**src/rtl/ccip_tx_flow_scheduler_pkg.sv**
```systemverilog
// Shared types for the CCI-P transmit flow scheduler: FSM states, burst-length
// encodings and the batch-size helpers.
package nic_defs;

  localparam int LMAX_CCIP_BATCH = 2;

  typedef enum logic [1:0] {
    eCL_LEN_1 = 2'b00,
    eCL_LEN_2 = 2'b01,
    eCL_LEN_4 = 2'b11
  } t_ccip_clLen;

  typedef enum logic [1:0] {
    SchedScan,
    SchedIssue,
    SchedSettle
  } SchedState;

  // Batch sizes above four lines are not legal on c1, so they fold onto four.
  function automatic logic [1:0] clamp_l_batch(input logic [LMAX_CCIP_BATCH-1:0] l_batch);
    return (l_batch > 2'd2) ? 2'd2 : l_batch;
  endfunction

  function automatic t_ccip_clLen batch_to_cl_len(input logic [1:0] l_len);
    case (l_len)
      2'd0:    return eCL_LEN_1;
      2'd1:    return eCL_LEN_2;
      default: return eCL_LEN_4;
    endcase
  endfunction

endpackage

```
**src/rtl/ccip_tx_flow_scheduler_if.sv**
```systemverilog
// Flow-FIFO side of the scheduler: fill levels and c1 back-pressure in,
// pop strobes and burst framing out.
interface ccip_tx_flow_scheduler_if #(
  parameter int LMAX_NUM_OF_FLOWS = 1,
  parameter int LFIFO_DEPTH       = 3
);
  localparam int MAX_FLOWS = 2 ** LMAX_NUM_OF_FLOWS;

  logic                               c1_alm_full;
  logic [MAX_FLOWS*LFIFO_DEPTH-1:0]   ff_dw_in;
  logic [MAX_FLOWS-1:0]               ff_pop_en_out;
  logic [LMAX_NUM_OF_FLOWS-1:0]       pop_flow_out;
  logic                               batch_start_out;
  logic                               batch_last_out;
  logic [1:0]                         batch_cl_len_out;

  modport master (
    input  c1_alm_full,
    input  ff_dw_in,
    output ff_pop_en_out,
    output pop_flow_out,
    output batch_start_out,
    output batch_last_out,
    output batch_cl_len_out
  );

  modport slave (
    output c1_alm_full,
    output ff_dw_in,
    input  ff_pop_en_out,
    input  pop_flow_out,
    input  batch_start_out,
    input  batch_last_out,
    input  batch_cl_len_out
  );

endinterface

```
**src/rtl/ccip_tx_flow_scheduler_age_counter.sv**
```systemverilog
// Per-flow age counter: counts cycles a flow has waited with data pending,
// frozen while the flow is being popped and saturating at all-ones.
module tx_flow_age_counter #(
  parameter int LTIMEOUT = 16
) (
  input  logic                clk,
  input  logic                reset,
  input  logic                nonempty,
  input  logic                clear,
  input  logic                hold,
  output logic [LTIMEOUT-1:0] age
);

  always_ff @(posedge clk or posedge reset) begin
    if (reset) begin
      age <= '0;
    end else if (!nonempty || clear) begin
      age <= '0;
    end else if (!hold && (age != '1)) begin
      age <= age + 1'b1;
    end
  end

endmodule

```
**src/rtl/ccip_tx_flow_scheduler.sv**
```systemverilog
// Round-robin pop-burst scheduler for the CPU-bound transmit flows: grants a
// full CCI-P batch, or a partial batch once a flow has aged past the flush timeout.
//
// state       | meaning
// SchedScan   | examine flow at the pointer each cycle, grant or advance
// SchedIssue  | one pop per cycle to the latched flow until the burst ends
// SchedSettle | idle so FIFO fill levels catch up with the pops
module ccip_tx_flow_scheduler
  import nic_defs::*;
#(
  parameter int LMAX_NUM_OF_FLOWS = 1,
  parameter int LFIFO_DEPTH       = 3,
  parameter int LTIMEOUT          = 16,
  parameter int SETTLE_CYCLES     = 2
) (
  input  logic                          clk,
  input  logic                          reset,
  input  logic                          start,
  input  logic [LMAX_NUM_OF_FLOWS-1:0]  number_of_flows,
  input  logic [LMAX_CCIP_BATCH-1:0]    l_tx_batch_size,
  input  logic [LTIMEOUT-1:0]           flush_timeout,
  ccip_tx_flow_scheduler_if.master      fifo,
  output logic                          busy_out,
  output logic [31:0]                   flush_cnt_out
);

  localparam int MAX_FLOWS = 2 ** LMAX_NUM_OF_FLOWS;
  localparam int DW_W      = (LFIFO_DEPTH > 3) ? LFIFO_DEPTH : 3;
  localparam int SETTLE_W  = (SETTLE_CYCLES > 1) ? $clog2(SETTLE_CYCLES) : 1;
  localparam int SETTLE_TC = (SETTLE_CYCLES > 0) ? SETTLE_CYCLES - 1 : 0;

  typedef logic [LMAX_NUM_OF_FLOWS-1:0] FlowId;

  function automatic FlowId advance_ptr(input FlowId p, input FlowId last_flow);
    return (p >= last_flow) ? '0 : FlowId'(p + 1'b1);
  endfunction

  SchedState            state_q, state_d;
  FlowId                ptr_q, ptr_d;
  FlowId                flow_q, flow_d;
  FlowId                nflows_q, nflows_d;
  logic [1:0]           l_len_q, l_len_d;
  logic [1:0]           pop_idx_q, pop_idx_d;
  logic [SETTLE_W-1:0]  settle_q, settle_d;
  logic [31:0]          flush_cnt_q, flush_cnt_d;
  t_ccip_clLen          cl_len_q, cl_len_d;

  logic [LFIFO_DEPTH-1:0] dw  [MAX_FLOWS];
  logic [LTIMEOUT-1:0]    age [MAX_FLOWS];
  logic [MAX_FLOWS-1:0]   age_clear;
  logic [MAX_FLOWS-1:0]   age_hold;

  logic                 in_issue;
  logic                 grant;
  logic                 full_ok;
  logic                 flush_ok;
  logic                 can_grant;
  logic [1:0]           l_eff;
  logic [2:0]           batch_lines;
  logic [DW_W-1:0]      dw_p;
  logic [LTIMEOUT-1:0]  age_p;
  logic [1:0]           flush_l_len;
  logic [1:0]           grant_l_len;
  logic [1:0]           pop_last_idx;
  logic                 pop_last;

  assign in_issue = (state_q == SchedIssue);

  for (genvar i = 0; i < MAX_FLOWS; i++) begin : g_flow
    assign dw[i]        = fifo.ff_dw_in[i*LFIFO_DEPTH +: LFIFO_DEPTH];
    assign age_hold[i]  = in_issue && (flow_q == FlowId'(i));
    assign age_clear[i] = grant && (ptr_q == FlowId'(i));

    tx_flow_age_counter #(
      .LTIMEOUT (LTIMEOUT)
    ) u_age (
      .clk      (clk),
      .reset    (reset),
      .nonempty (dw[i] != '0),
      .clear    (age_clear[i]),
      .hold     (age_hold[i]),
      .age      (age[i])
    );
  end

  // Grant decode for the flow under the pointer; a pointer left above a
  // reduced number_of_flows never grants, it only wraps.
  always_comb begin
    l_eff       = clamp_l_batch(l_tx_batch_size);
    batch_lines = 3'b001 << l_eff;
    dw_p        = DW_W'(dw[ptr_q]);
    age_p       = age[ptr_q];
    can_grant   = (state_q == SchedScan) && start && !fifo.c1_alm_full &&
                  (ptr_q <= number_of_flows);
    full_ok     = can_grant && (dw_p >= DW_W'(batch_lines));
    flush_ok    = can_grant && (flush_timeout != '0) && (dw_p != '0) &&
                  (dw_p < DW_W'(batch_lines)) && (age_p >= flush_timeout);
    // A partial batch is below four lines, so its largest power of two is 1 or 2.
    flush_l_len = dw_p[1] ? 2'd1 : 2'd0;
    grant_l_len = full_ok ? l_eff : flush_l_len;
    grant       = full_ok || flush_ok;
  end

  always_comb begin
    case (l_len_q)
      2'd0:    pop_last_idx = 2'd0;
      2'd1:    pop_last_idx = 2'd1;
      default: pop_last_idx = 2'd3;
    endcase
    pop_last = in_issue && (pop_idx_q == pop_last_idx);
  end

  always_ff @(posedge clk or posedge reset) begin
    if (reset) begin
      state_q     <= SchedScan;
      ptr_q       <= '0;
      flow_q      <= '0;
      nflows_q    <= '0;
      l_len_q     <= '0;
      pop_idx_q   <= '0;
      settle_q    <= '0;
      flush_cnt_q <= '0;
      cl_len_q    <= eCL_LEN_1;
    end else begin
      state_q     <= state_d;
      ptr_q       <= ptr_d;
      flow_q      <= flow_d;
      nflows_q    <= nflows_d;
      l_len_q     <= l_len_d;
      pop_idx_q   <= pop_idx_d;
      settle_q    <= settle_d;
      flush_cnt_q <= flush_cnt_d;
      cl_len_q    <= cl_len_d;
    end
  end

  always_comb begin
    state_d     = state_q;
    ptr_d       = ptr_q;
    flow_d      = flow_q;
    nflows_d    = nflows_q;
    l_len_d     = l_len_q;
    pop_idx_d   = pop_idx_q;
    settle_d    = settle_q;
    flush_cnt_d = flush_cnt_q;
    cl_len_d    = cl_len_q;

    case (state_q)
      SchedScan: begin
        if (grant) begin
          state_d   = SchedIssue;
          flow_d    = ptr_q;
          nflows_d  = number_of_flows;
          l_len_d   = grant_l_len;
          cl_len_d  = batch_to_cl_len(grant_l_len);
          pop_idx_d = '0;
          if (!full_ok && (flush_cnt_q != '1)) begin
            flush_cnt_d = flush_cnt_q + 32'd1;
          end
        end else if (!fifo.c1_alm_full) begin
          ptr_d = advance_ptr(ptr_q, number_of_flows);
        end
      end

      SchedIssue: begin
        if (pop_last) begin
          // Flow count latched at grant, so mid-burst config changes stay out.
          ptr_d    = advance_ptr(ptr_q, nflows_q);
          settle_d = SETTLE_W'(SETTLE_TC);
          state_d  = (SETTLE_CYCLES > 0) ? SchedSettle : SchedScan;
        end else begin
          pop_idx_d = pop_idx_q + 2'd1;
        end
      end

      SchedSettle: begin
        if (settle_q == '0) begin
          state_d = SchedScan;
        end else begin
          settle_d = settle_q - 1'b1;
        end
      end

      default: state_d = SchedScan;
    endcase
  end

  // Pop outputs decode straight from the state register so reset kills a
  // burst in the same cycle.
  assign fifo.ff_pop_en_out    = in_issue ? (MAX_FLOWS'(1) << flow_q) : '0;
  assign fifo.pop_flow_out     = flow_q;
  assign fifo.batch_start_out  = in_issue && (pop_idx_q == 2'd0);
  assign fifo.batch_last_out   = pop_last;
  assign fifo.batch_cl_len_out = cl_len_q;
  assign busy_out              = (state_q != SchedScan);
  assign flush_cnt_out         = flush_cnt_q;

endmodule

```
**src/flat_wrapper.sv**
```systemverilog
// flat-port wrapper written by rule: the top's interface ports become plain ports
module ccip_tx_flow_scheduler_flat import nic_defs::*;
#(
  parameter int LMAX_NUM_OF_FLOWS = 1,
  parameter int LFIFO_DEPTH       = 3,
  parameter int LTIMEOUT          = 16,
  parameter int SETTLE_CYCLES     = 2
)
  (clk, reset, start, number_of_flows, l_tx_batch_size, flush_timeout, busy_out, flush_cnt_out, fifo_c1_alm_full, fifo_ff_dw_in, fifo_ff_pop_en_out, fifo_pop_flow_out, fifo_batch_start_out, fifo_batch_last_out, fifo_batch_cl_len_out);
  ccip_tx_flow_scheduler_if #(.LMAX_NUM_OF_FLOWS(LMAX_NUM_OF_FLOWS), .LFIFO_DEPTH(LFIFO_DEPTH)) fifo_i ();
  input  logic clk;
  input  logic reset;
  input  logic start;
  input  logic [LMAX_NUM_OF_FLOWS-1:0] number_of_flows;
  input  logic [LMAX_CCIP_BATCH-1:0] l_tx_batch_size;
  input  logic [LTIMEOUT-1:0] flush_timeout;
  output logic busy_out;
  output logic [31:0] flush_cnt_out;
  input wire logic [$bits(fifo_i.c1_alm_full)-1:0] fifo_c1_alm_full;
  input wire logic [$bits(fifo_i.ff_dw_in)-1:0] fifo_ff_dw_in;
  output wire logic [$bits(fifo_i.ff_pop_en_out)-1:0] fifo_ff_pop_en_out;
  output wire logic [$bits(fifo_i.pop_flow_out)-1:0] fifo_pop_flow_out;
  output wire logic [$bits(fifo_i.batch_start_out)-1:0] fifo_batch_start_out;
  output wire logic [$bits(fifo_i.batch_last_out)-1:0] fifo_batch_last_out;
  output wire logic [$bits(fifo_i.batch_cl_len_out)-1:0] fifo_batch_cl_len_out;
  assign fifo_i.c1_alm_full = fifo_c1_alm_full;
  assign fifo_i.ff_dw_in = fifo_ff_dw_in;
  assign fifo_ff_pop_en_out = fifo_i.ff_pop_en_out;
  assign fifo_pop_flow_out = fifo_i.pop_flow_out;
  assign fifo_batch_start_out = fifo_i.batch_start_out;
  assign fifo_batch_last_out = fifo_i.batch_last_out;
  assign fifo_batch_cl_len_out = fifo_i.batch_cl_len_out;
  ccip_tx_flow_scheduler #(.LMAX_NUM_OF_FLOWS(LMAX_NUM_OF_FLOWS), .LFIFO_DEPTH(LFIFO_DEPTH), .LTIMEOUT(LTIMEOUT), .SETTLE_CYCLES(SETTLE_CYCLES)) u_core (.clk(clk), .reset(reset), .start(start), .number_of_flows(number_of_flows), .l_tx_batch_size(l_tx_batch_size), .flush_timeout(flush_timeout), .fifo(fifo_i), .busy_out(busy_out), .flush_cnt_out(flush_cnt_out));
endmodule
```
**config.mk**
```make
export PLATFORM = sky130hd
export DESIGN_NAME = ccip_tx_flow_scheduler_flat
export DESIGN_NICKNAME = d
export VERILOG_FILES = /design/src/rtl/ccip_tx_flow_scheduler_pkg.sv /design/src/rtl/ccip_tx_flow_scheduler_if.sv /design/src/rtl/ccip_tx_flow_scheduler_age_counter.sv /design/src/rtl/ccip_tx_flow_scheduler.sv /design/src/flat_wrapper.sv
export SDC_FILE = /design/constraint.sdc
export NUM_CORES = 1
export LEC_CHECK = 0
export ABC_AREA = 1
export CAP_MARGIN = 10
export CORE_ASPECT_RATIO = 1.25
export CORE_UTILIZATION = 56
export DETAILED_ROUTE_END_ITERATION = 16
export MAX_ROUTING_LAYER = met4
export PLACE_DENSITY = 0.78
export REMOVE_ABC_BUFFERS = 1
export SETUP_SLACK_MARGIN = 0.3
export SLEW_MARGIN = 15
export SYNTH_ARGS = -nofsm -noshare
export SYNTH_HDL_FRONTEND = slang
export SYNTH_SLANG_ARGS = --single-unit
```
**constraint.sdc**
```tcl
create_clock -name clk -period 3.2 [get_ports clk]
set_clock_uncertainty 0.2 [all_clocks]
set_input_delay 0.48 -clock clk [delete_from_list [all_inputs] [get_ports clk]]
set_output_delay 0.48 -clock clk [all_outputs]
set_load 0.02 [all_outputs]
```
Word level (Yosys, flattened, before mapping)
Cells that the tools add are included.

Bits in registers: 76. Latch bits: 0. RAM bits: 0. Bits in read-only memories: 0. Input bits: 29. Output and inout port bits: 40. Logic and storage cells: 121. Memories kept: 0.

$add $sub $neg: 6. Multiply operators: 0. Div/mod/pow operators: 0. Order comparisons: 8. Equal/unequal tests: 14. Shifts and indexed selects: 2. Muxes and demuxes: 32. Bitwise gates (word level): 3. Reductions and logical operators: 45.

Operator list (number): 16-bit 2-to-1 mux (7); 16-bit by 1-bit adder with 16-bit output (second input constant) (2); 32-bit by 1-bit adder with 32-bit output (second input constant) (1); 16-bit != test (second input constant) (2); 32-bit != test (second input constant) (1); 1-bit logical AND (17); 16-bit >= comparator (1); 2-bit 2-to-1 mux (8); 16-bit nonzero test (1); 2-bit case mux with 2 select lines (3); 2-bit != test (second input constant) (5); 2-bit nonzero test (5); 3-bit 2-to-1 mux (3); 3-bit AND reduction (3); 3-bit nonzero test (3); 2-bit zero test (4); 1-bit 2-to-1 mux (8); 2-bit by 1-bit equality test with 1-bit output (second input constant) (3); 1-bit zero test (6); 2-bit case mux with 3 select lines (1); 1-bit case mux with 2 select lines (2); 2-bit AND reduction (2); 4-bit AND reduction (1); 3-bit >= comparator (1); 16 further kinds (20).

Depth between registers and ports, before layout
Depth after elaboration: 12. Depth in mapped cells: 19. Depth with buffers taken out: 17.

By module
Synthesis repeated with hierarchy kept, for this count alone.

Cells, all modules: 861. Area total of the unflattened synthesis: 5650.4 sq um.

By module, submodules not included: ccip_tx_flow_scheduler (instances 1, cells each 525, area each 3443.3 sq um, sequential area each 1076.0 sq um); tx_flow_age_counter (instances 2, cells each 168, area each 1103.6 sq um, sequential area each 400.4 sq um).

Worst setup path before layout
OpenSTA, ideal clock, no wires.

Kind: register -> register. From: register u_core.ptr_q. To: register u_core.g_flow[0].u_age.age[5]. Setup time: 0.116 ns. Arrival time: 2.169 ns. Required time: 2.884 ns. Slack: 0.715 ns. Stages on the path, launching flop included: 20. Buffers on the path: 3. Clock period less this slack: 2.485 ns. Path through: dfrtp_1 buf_6 clkbuf_1 nand2_1 o21ai_0 ha_1 nand2_1 inv_1 nand2_1 nor2_1 nor2_1 nand2_1 nand2_1 nand2_1 nand2_2 nand2_4 nand2_1 nand2_2 buf_6 nor2_1.

Longest elaborated chain between the ends: 12. Elaborated cells on any way between the ends: 24. Classes of those cells: 4 x order compare; 7 x mux; 2 x bitwise; 11 x reduce/logical.

RTL lines: start, declared (line ccip_tx_flow_scheduler.sv:39) `FlowId ptr_q, ptr_d;`; start signal, assigned (line ccip_tx_flow_scheduler.sv:126) `ptr_q <= ptr_d;`; branches (longest 9 deep; another with 16-bit >= comparator); 1-bit logical AND * (line ccip_tx_flow_scheduler.sv:72) `assign age_clear[i] = grant && (ptr_q == FlowId'(i));`; 1-bit logical OR * (line ccip_tx_flow_scheduler_age_counter.sv:17) `end else if (!nonempty || clear) begin`; 16-bit 2-to-1 mux / 2-bit nonzero test (equally long branches); end signal, assigned (line ccip_tx_flow_scheduler_age_counter.sv:20) `age <= age + 1'b1;`; end, declared (line ccip_tx_flow_scheduler_age_counter.sv:11) `output logic [LTIMEOUT-1:0] age`.

Mark *: on every way between the ends. The select of a mux whose other input is x is not followed. A chain may end at the register's enable or synchronous reset.

Final worst setup path
From: register u_core.state_q[0]. To: output fifo_ff_pop_en_out[1].

Longest elaborated chain between the ends: 2.

RTL lines: start, declared (line ccip_tx_flow_scheduler.sv:38) `SchedState state_q, state_d;`; start signal, assigned (line ccip_tx_flow_scheduler.sv:115) `state_q <= SchedScan;`; start signal, assigned (line ccip_tx_flow_scheduler.sv:125) `state_q <= state_d;`; 2-bit by 1-bit equality test with 1-bit output (line ccip_tx_flow_scheduler.sv:67) `assign in_issue = (state_q == SchedIssue);`; 2-bit 2-to-1 mux (line ccip_tx_flow_scheduler.sv:190) `assign fifo.ff_pop_en_out = in_issue ? (MAX_FLOWS'(1) << flow_q) : '0;`; end, declared (line flat_wrapper.sv:21) `output wire logic [$bits(fifo_i.ff_pop_en_out)-1:0] fifo_ff_pop_en_out;`.

Every way passes these cells.

==> results.py <==
metrics = {
    "run_status": {
        "status": "completed",
    },
    "route": {
        "drc_errors": 0,
        "vias": 5047,
        "wl_per_cell_um": 14.3,
        "drt_iter0_drc": 243,
        "drt_first_pass_iters": 5,
        "drtAntennaViolNets": 0,
        "routed_wl_um": 13400,
        "routed_via_density": 5.37,
    },
    "placement": {
        "dp_hpwl_um": 10200,
        "gp_congestion": 1.00,
        "port_buffers": 68,
    },
    "worst_setup_path": {
        "crit_start": "u_core.state_q[0]",
        "end_kind": "output pin",
        "worst-path-buf-inv": 3,
        "slowest_delay_ns": 0.66,
        "worstSetupStartpointType": "register",
        "crit_required_ns": 2.52,
        "crit_chain": "clkinv_1 -> nor2_4 -> inv_1 -> nor2_1 -> clkdlybuf4s50_1",
        "crit_arrival_ns": 2.05,
        "critPathTopFamily": "buffers and inverters",
        "crit_fanout": 6,
        "r2r-start": "u_core.ptr_q",
        "crit_type": "register to output pin",
        "critical-path-slowest-cell": "clkdlybuf4s50_1",
    },
    "sta": {
        "fin_crit_sh_pct": 85.4,
        "hold_viol": 0,
        "worstMarginPinSlew_ns": 0.691,
        "layout_min_cycle_time_ns": 2.73,
        "finalSetupViolations": 0,
        "slew_headroom_pct": 53.9,
        "finalSetupTns_ns": 0,
        "max_freq_ghz": 0.366,
        "rsz0062_at_grt": "true",
        "slew_violations": 0,
    },
    "hold_path": {
        "hold_class": "register to register",
        "hold_path_startpoint": "u_core.fifo.batch_cl_len_out[0]",
    },
    "cts": {
        "clk_pin_slew_ns": 0.07,
        "cts_tree": "yes",
        "cts_setup_buffers": 0,
        "cts_buffers": 9,
        "cts_root_buffer": "clkbuf_8",
        "clock_latency_ns": 0.37,
        "htreeDepth": 3,
        "clockBufferDepth": 2,
        "cts_sinks": 75,
    },
    "floorplan": {
        "io_pins": 69,
        "num_rows": 38,
        "die_w_um": 88.1,
        "die_area_sq_um": 9660,
        "die_y_um": 110,
        "core_region_area_sq_um": 8840,
        "start_util_pct": 58.7,
    },
    "yosys": {
        "synthesis.area_sq_um": 5190,
        "synth.area.top_cells": "dfrtp_1 36%, nand2_1 17%, nor2_1 7.2%",
        "synthCells": 742,
        "seq_area_frac_synth_pct": 36.1,
        "ys_types": 35,
        "avgSynthCellArea_sq_um": 7.00,
        "yosysWarnings": 0,
        "synth_top_area_share_pct": 36.1,
        "yosys_register_bits": 75,
        "yosysTopAreaCell": "dfrtp_1",
    },
    "flow_run": {
        "max-cap-violations": 0,
    },
    "grt": {
        "grt_usage_pct": 30.5,
        "grt_pass1_vias": 4920,
        "grt_max_degree": 38,
        "antenna_found_initial": 0,
        "grt.overflow.total": 0,
        "grt_pass1_wl_um": 21800,
    },
    "finish": {
        "antenna_cells": 0,
        "nFillCells": 760,
        "area_delta_synth_final_pct": 21.0,
        "drive_gt1_share_pct": 5.74,
        "fin_nets": 866,
    },
    "power_and_ir_drop": {
        "power_density_nw_per_um2": 552,
        "peakVddDrop_mv": 0.513,
        "cellLeakagePower_nw": 3.06,
        "total_power_mw": 3.47,
    },
}
-- where the power goes --
part	switching (mW)	total (mW)	internal, mW
clock	0.368	0.987	0.619
combinational	0.769	1.24	0.471
sequential	0.154	1.24	1.09
-- metal layers --
layer  global-route usage, %  routed length [um]  up-vias
met5                       -                   0        -
met4                    16.2                 539        0
met3                    6.23                 844       46
met2                    53.0                6840      194
met1                    32.5                5170     2340
li1                        -                   -     2467
-- kinds of logic (layout without fill, tap and decap cells) --
group                      count (synthesis)  after routing  synth area share [%]
muxes                                      1              1                 0.193
adders and majority gates                 23             23                  5.54
xor gates and xnor gates                  50             50                  8.43
and+or+nand+nor                          434            434                  35.6
buffers and inverters                    110            187                  9.06
AOI/OAI and AO/OA                         49             49                  5.01
DFF                                       75             75                  36.1
-- worst register-to-register path, cell delays in order, from the launching register on --
cell and delay, ns:
dfrtp_1 0.39, buf_4 0.18, nand2_1 0.07, o21a_1 0.16, inv_1 0.05, ha_1 0.33
a21oi_1 0.16, o21a_1 0.16, nand2_1 0.06, nand2_1 0.17, inv_1 0.11, a21oi_1 0.33
nand4_1 0.18, nand2_1 0.10
-- worst paths after layout --
kind / end / slack [ns] / cells after the start
max: fifo_ff_pop_en_out[1] / 0.47 / 5
max in group asynchronous: u_core.g_flow[1].u_age.age[15] / 1.71 / 3
min in group asynchronous: u_core.flush_cnt_out[26] / 0.34 / 2
max reg2reg: u_core.ptr_q / 0.51 / 13
min: u_core.fifo.batch_cl_len_out[0] / 0.32 / 2
min reg2reg: u_core.fifo.batch_cl_len_out[0] / 0.32 / 2
-- through the flow --
stage	instance area (sq um)	hold WS, ns	worst slack (ns)	utilization (%)	std cells
6_report	6280	0.317	0.467	71.0	939
5_1_grt	6280	0.349	0.295	71.0	939
4_1_cts	6250	0.321	0.367	70.7	939
3_5_place_dp	5980	0.301	0.102	67.6	923
3_3_place_gp	5980	0.288	0.187	67.6	923
2_1_floorplan	5080	0.270	0.346	-	728
-- cells in the mapped netlist (all sizes together) --
cell type / instances
a21oi: 11
buf: 12
clkbuf: 2
clkinv: 1
dfrtp: 75
ha: 23
inv: 95
mux2i: 1
nand2: 238
nand3: 56
nand3b: 2
nand4: 17
nor2: 106
nor3: 11
nor3b: 2
nor4: 1
o21a: 2
o21ai: 35
o21bai: 1
or2: 1
xnor2: 16
xor2: 34
-- flip-flops by register name, indices dropped and copies added (netlist names) --
register,cells
u_core.flush_cnt_out,32
u_core.g_flow.u_age.age,32
u_core.fifo.batch_cl_len_out,2
u_core.pop_idx_q,2
u_core.state_q,2
u_core.fifo.pop_flow_out,1
u_core.l_len_q,1
u_core.nflows_q,1
u_core.ptr_q,1
u_core.settle_q,1
-- area by class of cell --
class / count / area (sq um) / area share [%]
timing repair buffer: 75 / 757 / 12.1
clock buffer: 10 / 138 / 2.19
tap: 120 / 150 / 2.39
clock inverter: 6 / 136 / 2.17
multi-input combinational: 557 / 2860 / 45.5
inverter: 96 / 363 / 5.78
sequential: 75 / 1880 / 29.9
-- what timing repair did --
action	in CTS	in global routing
resized for setup	0	8
hold endpoints to repair	0	0
endpoints found under the setup margin	0	70
hold buffers	0	0
-- cells in the final DEF, fill, tap and decap left out, types with 3 or more instances in the layout --
cell               n
dfrtp_1           75
nand2_4            3
buf_4              4
clkbuf_8          10
xor2_1            34
nor2_2             8
nor3_1             9
ha_1              23
o21ai_0           29
o21ai_1            4
a21oi_1           11
xnor2_1           16
nand2_2            3
nor2_1            97
inv_1             92
clkdlybuf4s50_1   68
nand2_1          231
bufinv_16          4
nand4_1           17
nand3_1           55
(Power assumes the default switching activity.)
